File: config.mk
export PLATFORM = sky130hd
export DESIGN_NAME = uart_rx_controller
export DESIGN_NICKNAME = d
export VERILOG_FILES = /design/src/rtl/uart_rx_controller.sv
export SDC_FILE = /design/constraint.sdc
export NUM_CORES = 1
export LEC_CHECK = 0
export BUFFER_PORTS_ARGS = -buffer_cell sky130_fd_sc_hd__buf_4
export CAP_MARGIN = 20
export CORE_UTILIZATION = 40
export CTS_CLUSTER_DIAMETER = 120
export DETAILED_ROUTE_END_ITERATION = 10
export SLEW_MARGIN = 20
export SYNTH_ARGS = -nofsm -noshare
export SYNTH_HDL_FRONTEND = slang
export SYNTH_SLANG_ARGS = --single-unit
File: constraint.sdc
create_clock -name Clock -period 3.5 [get_ports Clock]
set_clock_uncertainty 0.2 [all_clocks]
set_input_delay 0.525 -clock Clock [delete_from_list [all_inputs] [get_ports Clock]]
set_output_delay 0.525 -clock Clock [all_outputs]
set_load 0.01 [all_outputs]
File: src/rtl/uart_rx_controller.sv
// UART receive controller: handshakes bytes from a UART receiver into a FIFO and exposes DATA/STATUS registers.
// Optional feature macro: UART_RX_OVR_COUNT_EN adds a saturating overrun counter in STATUS[23:16].
module uart_rx_controller #(
  parameter int DEPTH = 8
) (
  input  logic        Clock,
  input  logic        Reset_n,
  input  logic        Rx_Rdy,
  input  logic [7:0]  Rx_Data,
  output logic        Rx_Clr,
  input  logic        Reg_Sel,
  input  logic        ReadEnable,
  input  logic        WriteEnable,
  input  logic [31:0] Data_In,
  output logic [31:0] Data_Out,
  output logic        Rx_Irq
);

  localparam int AW = (DEPTH > 1) ? $clog2(DEPTH) : 1;
  localparam int CW = AW + 1;
  localparam logic [CW-1:0] FULL_CNT = CW'(DEPTH);

  typedef enum logic [1:0] {
    ST_IDLE    = 2'd0,
    ST_CAPTURE = 2'd1,
    ST_CLEAR   = 2'd2
  } state_e;

  state_e         state_q, state_d;
  logic           rx_clr_q, rx_clr_d;
  logic [AW-1:0]  wr_ptr_q, wr_ptr_d;
  logic [AW-1:0]  rd_ptr_q, rd_ptr_d;
  logic [CW-1:0]  count_q, count_d;
  logic           ovr_q, ovr_d;
  logic           irq_q, irq_d;
  logic [31:0]    data_out_q, data_out_d;
  logic [7:0]     mem_q [DEPTH];

  logic           push_s;
  logic           pop_s;
  logic           wr_en_s;
  logic           empty_s;
  logic           full_s;
  logic           ovr_set_s;
  logic           ovr_clr_s;
  logic [31:0]    status_s;
  logic           data_in_unused_s;

`ifdef UART_RX_OVR_COUNT_EN
  logic [7:0]     ovr_cnt_q, ovr_cnt_d;
`endif

  assign data_in_unused_s = ^{Data_In[31:3], Data_In[1:0]};

  // UART handshake next-state logic
  always_comb begin
    state_d = state_q;
    case (state_q)
      ST_IDLE: begin
        if (Rx_Rdy) begin
          state_d = ST_CAPTURE;
        end else begin
          state_d = ST_IDLE;
        end
      end
      ST_CAPTURE: state_d = ST_CLEAR;
      ST_CLEAR: begin
        if (!Rx_Rdy) begin
          state_d = ST_IDLE;
        end else begin
          state_d = ST_CLEAR;
        end
      end
      default: state_d = ST_IDLE;
    endcase
    rx_clr_d = (state_d == ST_CLEAR);
  end

  // FIFO control: a pop frees the slot before a same-cycle push is judged
  always_comb begin
    push_s    = (state_q == ST_CAPTURE);
    empty_s   = (count_q == {CW{1'b0}});
    full_s    = (count_q == FULL_CNT);
    pop_s     = ReadEnable & ~Reg_Sel & ~empty_s;
    wr_en_s   = push_s & (~full_s | pop_s);
    ovr_set_s = push_s & full_s & ~pop_s;
    ovr_clr_s = WriteEnable & Reg_Sel & Data_In[2];

    if (wr_en_s) begin
      wr_ptr_d = wr_ptr_q + AW'(1);
    end else begin
      wr_ptr_d = wr_ptr_q;
    end

    if (pop_s) begin
      rd_ptr_d = rd_ptr_q + AW'(1);
    end else begin
      rd_ptr_d = rd_ptr_q;
    end

    case ({wr_en_s, pop_s})
      2'b10:   count_d = count_q + CW'(1);
      2'b01:   count_d = count_q - CW'(1);
      default: count_d = count_q;
    endcase

    if (ovr_set_s) begin
      ovr_d = 1'b1;
    end else if (ovr_clr_s) begin
      ovr_d = 1'b0;
    end else begin
      ovr_d = ovr_q;
    end

    irq_d = (count_d != {CW{1'b0}});
  end

`ifdef UART_RX_OVR_COUNT_EN
  // Saturating overrun counter; an increment beats a same-cycle clear
  always_comb begin
    if (ovr_set_s) begin
      if (ovr_cnt_q != 8'hFF) begin
        ovr_cnt_d = ovr_cnt_q + 8'd1;
      end else begin
        ovr_cnt_d = ovr_cnt_q;
      end
    end else if (ovr_clr_s) begin
      ovr_cnt_d = 8'h00;
    end else begin
      ovr_cnt_d = ovr_cnt_q;
    end
  end

  // Overrun counter register
  always_ff @(posedge Clock or negedge Reset_n) begin
    if (!Reset_n) begin
      ovr_cnt_q <= 8'h00;
    end else begin
      ovr_cnt_q <= ovr_cnt_d;
    end
  end
`endif

  // CPU read path: STATUS snapshot and DATA head byte
  always_comb begin
    status_s       = 32'h0000_0000;
    status_s[0]    = ~empty_s;
    status_s[1]    = full_s;
    status_s[2]    = ovr_q;
    status_s[15:8] = 8'(count_q);
`ifdef UART_RX_OVR_COUNT_EN
    status_s[23:16] = ovr_cnt_q;
`else
    status_s[23:16] = 8'h00;
`endif

    if (ReadEnable) begin
      if (Reg_Sel) begin
        data_out_d = status_s;
      end else if (empty_s) begin
        data_out_d = 32'h0000_0000;
      end else begin
        data_out_d = {24'h00_0000, mem_q[rd_ptr_q]};
      end
    end else begin
      data_out_d = data_out_q;
    end
  end

  // FIFO storage; contents need no reset since occupancy gates every read
  always_ff @(posedge Clock) begin
    if (wr_en_s) begin
      mem_q[wr_ptr_q] <= Rx_Data;
    end
  end

  // Control and output registers
  always_ff @(posedge Clock or negedge Reset_n) begin
    if (!Reset_n) begin
      state_q    <= ST_IDLE;
      rx_clr_q   <= 1'b0;
      wr_ptr_q   <= {AW{1'b0}};
      rd_ptr_q   <= {AW{1'b0}};
      count_q    <= {CW{1'b0}};
      ovr_q      <= 1'b0;
      irq_q      <= 1'b0;
      data_out_q <= 32'h0000_0000;
    end else begin
      state_q    <= state_d;
      rx_clr_q   <= rx_clr_d;
      wr_ptr_q   <= wr_ptr_d;
      rd_ptr_q   <= rd_ptr_d;
      count_q    <= count_d;
      ovr_q      <= ovr_d;
      irq_q      <= irq_d;
      data_out_q <= data_out_d;
    end
  end

  assign Rx_Clr   = rx_clr_q;
  assign Rx_Irq   = irq_q;
  assign Data_Out = data_out_q;

endmodule

After elaboration in Yosys (flattened, before gate mapping) --
Memory sizes are Yosys's and may differ from the RTL's. Cells that the tools add are included.
Word-level totals: word-level logic and storage cells 45, bits in writable memories 64, register bits after elaboration 47, memories 1
Cells by class: bitwise logic cells 12, reductions and logical operators 4, mux-type cells 10, eq/ne operators 6, add/sub/neg operators 4
Memories:
- mem_q | depth 8, bits a word 8, rd ports 1, clocked after memory_dff 0, wr ports 1, RTL line 37 | logic [7:0] mem_q [DEPTH];
Operators with widths (count):
- $mux W12 | 1
- $mux W8 | 1
- $pmux W4 S2 | 1
- $and A1 B1 Y1 | 7
- $add A3 B1 Y3 const B | 2
- $eq A2 B2 Y1 const B | 3
- $pmux W2 S3 | 1
- $mux W1 | 5
- $add A4 B1 Y4 const B | 1
- $eq A2 B1 Y1 const B | 2
- $eq A4 B4 Y1 const B | 1
- $logic_not A4 Y1 | 1
- $not A1 Y1 | 4
- $reduce_bool A4 Y1 | 1
- $sub A4 B1 Y4 const B | 1
- $logic_not A2 Y1 | 1
- $mux W2 | 1
- $reduce_bool A2 Y1 | 1
- $or A1 B1 Y1 | 1

Longest topological paths before layout --
word-level depth 8, depth in mapped cells 10

Worst setup path before layout --
No wires, ideal clock.
path kind input -> register, start input Reg_Sel, end memory mem_q[1][0], enable pin, stages on the path 5, setup slack 1002 ps, arrival 1915 ps, data required time 2917 ps, path through buf_6 nand2b_4 a31oi_1 nand2_1 nor3_1
Between the ends: cells in the longest elaborated chain, start to end 7
RTL lines:
- from (decl) | RTL line 11 | input logic Reg_Sel,
- $not A1 Y1 | RTL line 84 | pop_s = ReadEnable & ~Reg_Sel & ~empty_s;
- $and A1 B1 Y1 (2 in series) | RTL line 84
- $or A1 B1 Y1 | RTL line 85 | wr_en_s = push_s & (~full_s | pop_s);
- $and A1 B1 Y1 | RTL line 85
- $mux W1 | RTL line 172 | if (wr_en_s) begin
- $mux W1 (not written as such) | RTL line 173 | mem_q[wr_ptr_q] <= Rx_Data;
- to (decl) | RTL line 37
No other way between the ends.

Final worst setup path --
start register count_q[1], end memory mem_q[3][0], enable pin
Between the ends: cells in the longest elaborated chain, start to end 7, elaborated cells between the ends (all ways) 9
RTL lines:
- from (decl) | RTL line 33 | logic [CW-1:0] count_q, count_d;
- from (signal assigned) | RTL line 184 | count_q <= {CW{1'b0}};
- from (signal assigned) | RTL line 193 | count_q <= count_d;
- $logic_not A4 Y1 | RTL line 82 | empty_s = (count_q == {CW{1'b0}});
- $not A1 Y1 | RTL line 84
- $and A1 B1 Y1 | RTL line 84
- $or A1 B1 Y1 * | RTL line 85
- $and A1 B1 Y1 * | RTL line 85
- $mux W1 * | RTL line 172
- $mux W1 (not written as such) * | RTL line 173
Mark *: on every way between the ends. The rest lies on a longest branch, timed or not.

==> summary.txt <==
Logic synthesis
  • Synthesized instance count: 254
  • Largest family of logic cells by synthesized area: multiplexers
  • Area of the mapped netlist: 3880 sq um
  • Proportion of synthesized area in mux cells: 0.122
  • List of most frequent post-synthesis cells: edfxtp_1, dfrtp_1, buf_4
  • Number of enable-type register cells in the synthesized netlist: 64
  • Top_reg_cell synth: edfxtp_1
  • Share of synthesized area occupied by flip-flops and latches: 0.669
  • Fraction of the mapped netlist area in adder cells: 0.00967
  • Syn avg cell area: 15.3 sq um
  • Complex-gate fraction of the synthesized area: 0.0464
  • Count of yosys warnings during synthesis: 0
  • Distinct cell type count of the synthesized netlist: 37
  • Xor and xnor area share after synthesis: 0.0158
  • Largest area contributor in the netlist: edfxtp_1
  • Async set-or-reset flop fraction in the synthesized netlist: 0.297
  • Simple-gate share of the synthesized area: 0.0699
  • Share of Yosys cell area claimed by the top area cell type: 0.495
  • Ranking of synthesized cells by area: edfxtp_1, dfrtp_1, mux4_2
  • Synthesized flop and latch total: 91
  • Most instantiated library cell after synthesis: edfxtp_1

CTS
  • Clock tree from TritonCTS: done
  • Clock latency on the worst-skew pair: 360 ps
  • Number of H-tree branching levels: 3
  • Buffer type at the clock tree root: clkbuf_8
  • Max Buffers Root-to-Sink: 2
  • Number of sinks driven by the clock tree: 91
  • Worst-path clk slew: 100 ps
  • TritonCTS buffer count: 9
  • Total setup buffers inserted after CTS: 0

Power
  • Peak supply drop: 0.253 mV
  • Leakage: 1.64 nW
  • Power density normalized to cell area: 716 nW/um^2

Die
  • Die ar.: 10100 sq um
  • Number of I/O pins: 80
  • Chip Height: 101 microns
  • Initial standard-cell utilization of the core: 0.416
  • Placeable core region: 9330 sq um
  • Standard-cell rows: 35
  • Die X: 101 microns

Route
  • Iteration-0 DRC Markers: 90
  • Overall via count from detail_route: 2110
  • Drt pass-1 iters: 4
  • Detail Route Antenna Nets: 0
  • Post-detailed-routing wire length: 6.73 mm
  • Final routed DRC violation total: 0
  • Routed length per instance: 15.8 microns
  • Drt via density: 4.95

Worst setup path
  • Crit Path Max Fanout: 12
  • Critical Path Start Type: flip-flop
  • Kind of critical path: flip-flop to flip-flop
  • Arrival time at the worst endpoint: 2430 ps
  • Worst setup EP type: flip-flop
  • Crit path required time: 3370 ps

Place
  • Number of cells in the design after placement: 409
  • Final estimated routing congestion in global placement: 0.749
  • IO Port Bufs: 28
  • Post-Place Cell Area: 4200 sq um
  • DP HPWL: 4.49 mm

Global routing
  • Pin count of the biggest net entering global routing: 28
  • Total GRT Usage: 0.149
  • Number of global-route vias before repair: 2101
  • Total congestion overflow: 0
  • Antenna violations before repair: 0
  • First-pass GRT wire length: 10.9 mm

STA
  • Max Clock Freq: 391 MHz
  • Minimum period implied by the final worst setup slack: 2560 ps
  • Endpoints failing setup: 0
  • Tightest Pin Transition: 593 ps
  • Unrepaired setup endpoints after global routing: false
  • Hold slack final: 191 ps
  • Share of the clock period used by the worst path: 0.732
  • Worst slew margin relative to its limit: 0.605
  • Hold violation count in the final report: 0
  • Sum of negative setup slack: 0 ps
  • Total count of max-transition violations in the final report: 0

Min path
  • Class of the worst hold path: input port to flip-flop

Flow run
  • MaxCap Viol Count: 0

Layout
  • Layout cell share with drive strength beyond 1: 0.263
  • Layout area overhead: 13.0%
  • Post-layout nets: 341
  • Cell area after layout: 4390 sq um
  • Number of inserted diodes: 0
  • Final cell count without fillers: 426

Status
  • Run status: finished, final reports clean
-- flip-flops by register name, indices dropped and copies added (netlist names) --
register / flops
mem_q: 64
Data_Out: 12
count_q: 4
rd_ptr_q: 3
wr_ptr_q: 3
state_q: 2
Rx_Clr: 1
Rx_Irq: 1
ovr_q: 1
-- path summary, 6_finish.rpt --
path	end	from	slack, ps	depth (start not counted)
setup / recovery	mem_q[3][0]	count_q[1]	940	5
hold / removal	mem_q[3][5]	Rx_Data[5]	190	1
setup reg to reg	mem_q[3][0]	count_q[1]	940	5
hold reg to reg	state_q[0]	state_q[0]	270	1
max in group asynchronous	wr_ptr_q[0]	Reset_n	2430	2
min in group asynchronous	Rx_Clr	Reset_n	400	2
-- layout make-up --
cell class              count  area (sq um)
clock buffers              10           128
clock inverters             6          48.8
fillers                   835          4940
inverters                  11          41.3
multi-input cells         138          1100
flip-flops and latches     91          2600
well taps                 129           161
repair buffers             41           310
-- placed cells by master, fill, tap and decap left out, types with 2 or more instances in the layout --
master      netlist  final
inv_1            11     11
nand3_1           8      8
nor3_1            3      3
mux4_2           16     16
edfxtp_1         64     64
nand2b_1          6      6
clkbuf_8          0      9
xor2_1            2      2
mux2_2            3      3
mux2i_1           8      8
or3_1             2      2
o21ai_0          11     11
buf_4            21     40
ha_1              3      3
nor2_1            8      8
o22ai_1           5      5
dfrtp_1          27     27
nand2_1          17     17
conb_1            1     20
clkinvlp_4        0      3
a21oi_1           5      5
xnor2_1           5      5
o211ai_1          3      3
inv_6             0      3
-- per-layer routing --
metal | vias to the layer above | global-route usage | routed length (microns)
met5 | - | 0 | 0
li1 | 975 | - | -
met2 | 70 | 0.246 | 3360
met3 | 5 | 0.0305 | 311
met1 | 1060 | 0.189 | 3010
met4 | 0 | 0.0691 | 59
-- power breakdown --
| group | switching [mW] | leakage [nW] | internal (mW) |
|---|---|---|---|
| sequential | 0.188 | 0.914 | 1.34 |
| clock | 0.383 | 0.0799 | 0.266 |
| combinational | 0.465 | 0.644 | 0.497 |
-- kinds of logic (layout without fill, tap and decap cells) --
group                      after synthesis  in the layout
DFF                                     91             91
and+or+nand+nor                         52             52
buffers and inverters                   44             68
AOI/OAI and AO/OA                       29             29
muxes                                   27             27
xor gates and xnor gates                 7              7
adders and majority gates                3              3
other                                    1             20
-- per-stage QoR --
stage	util	worst slack [ps]	total power, mW
after global placement	0.450	888	2.51
after CTS	0.470	891	3.18
after detailed placement	0.450	852	2.53
after global routing	0.470	692	3.34
final	0.470	940	3.14
after floorplan	-	1000	2.23
-- timing repair --
item | in CTS | in global routing
resized for setup | 0 | 0
hold buffers | 1 | 0
hold endpoints to repair | 27 | 0
-- critical path, cell delays in order, from the launching register on --
cell and delay [ps]:
dfrtp_1 600, nor3_1 160, a31oi_1 480, nand2_1 200, nor2_1 380, buf_4 250
(Power assumes the default switching activity.)
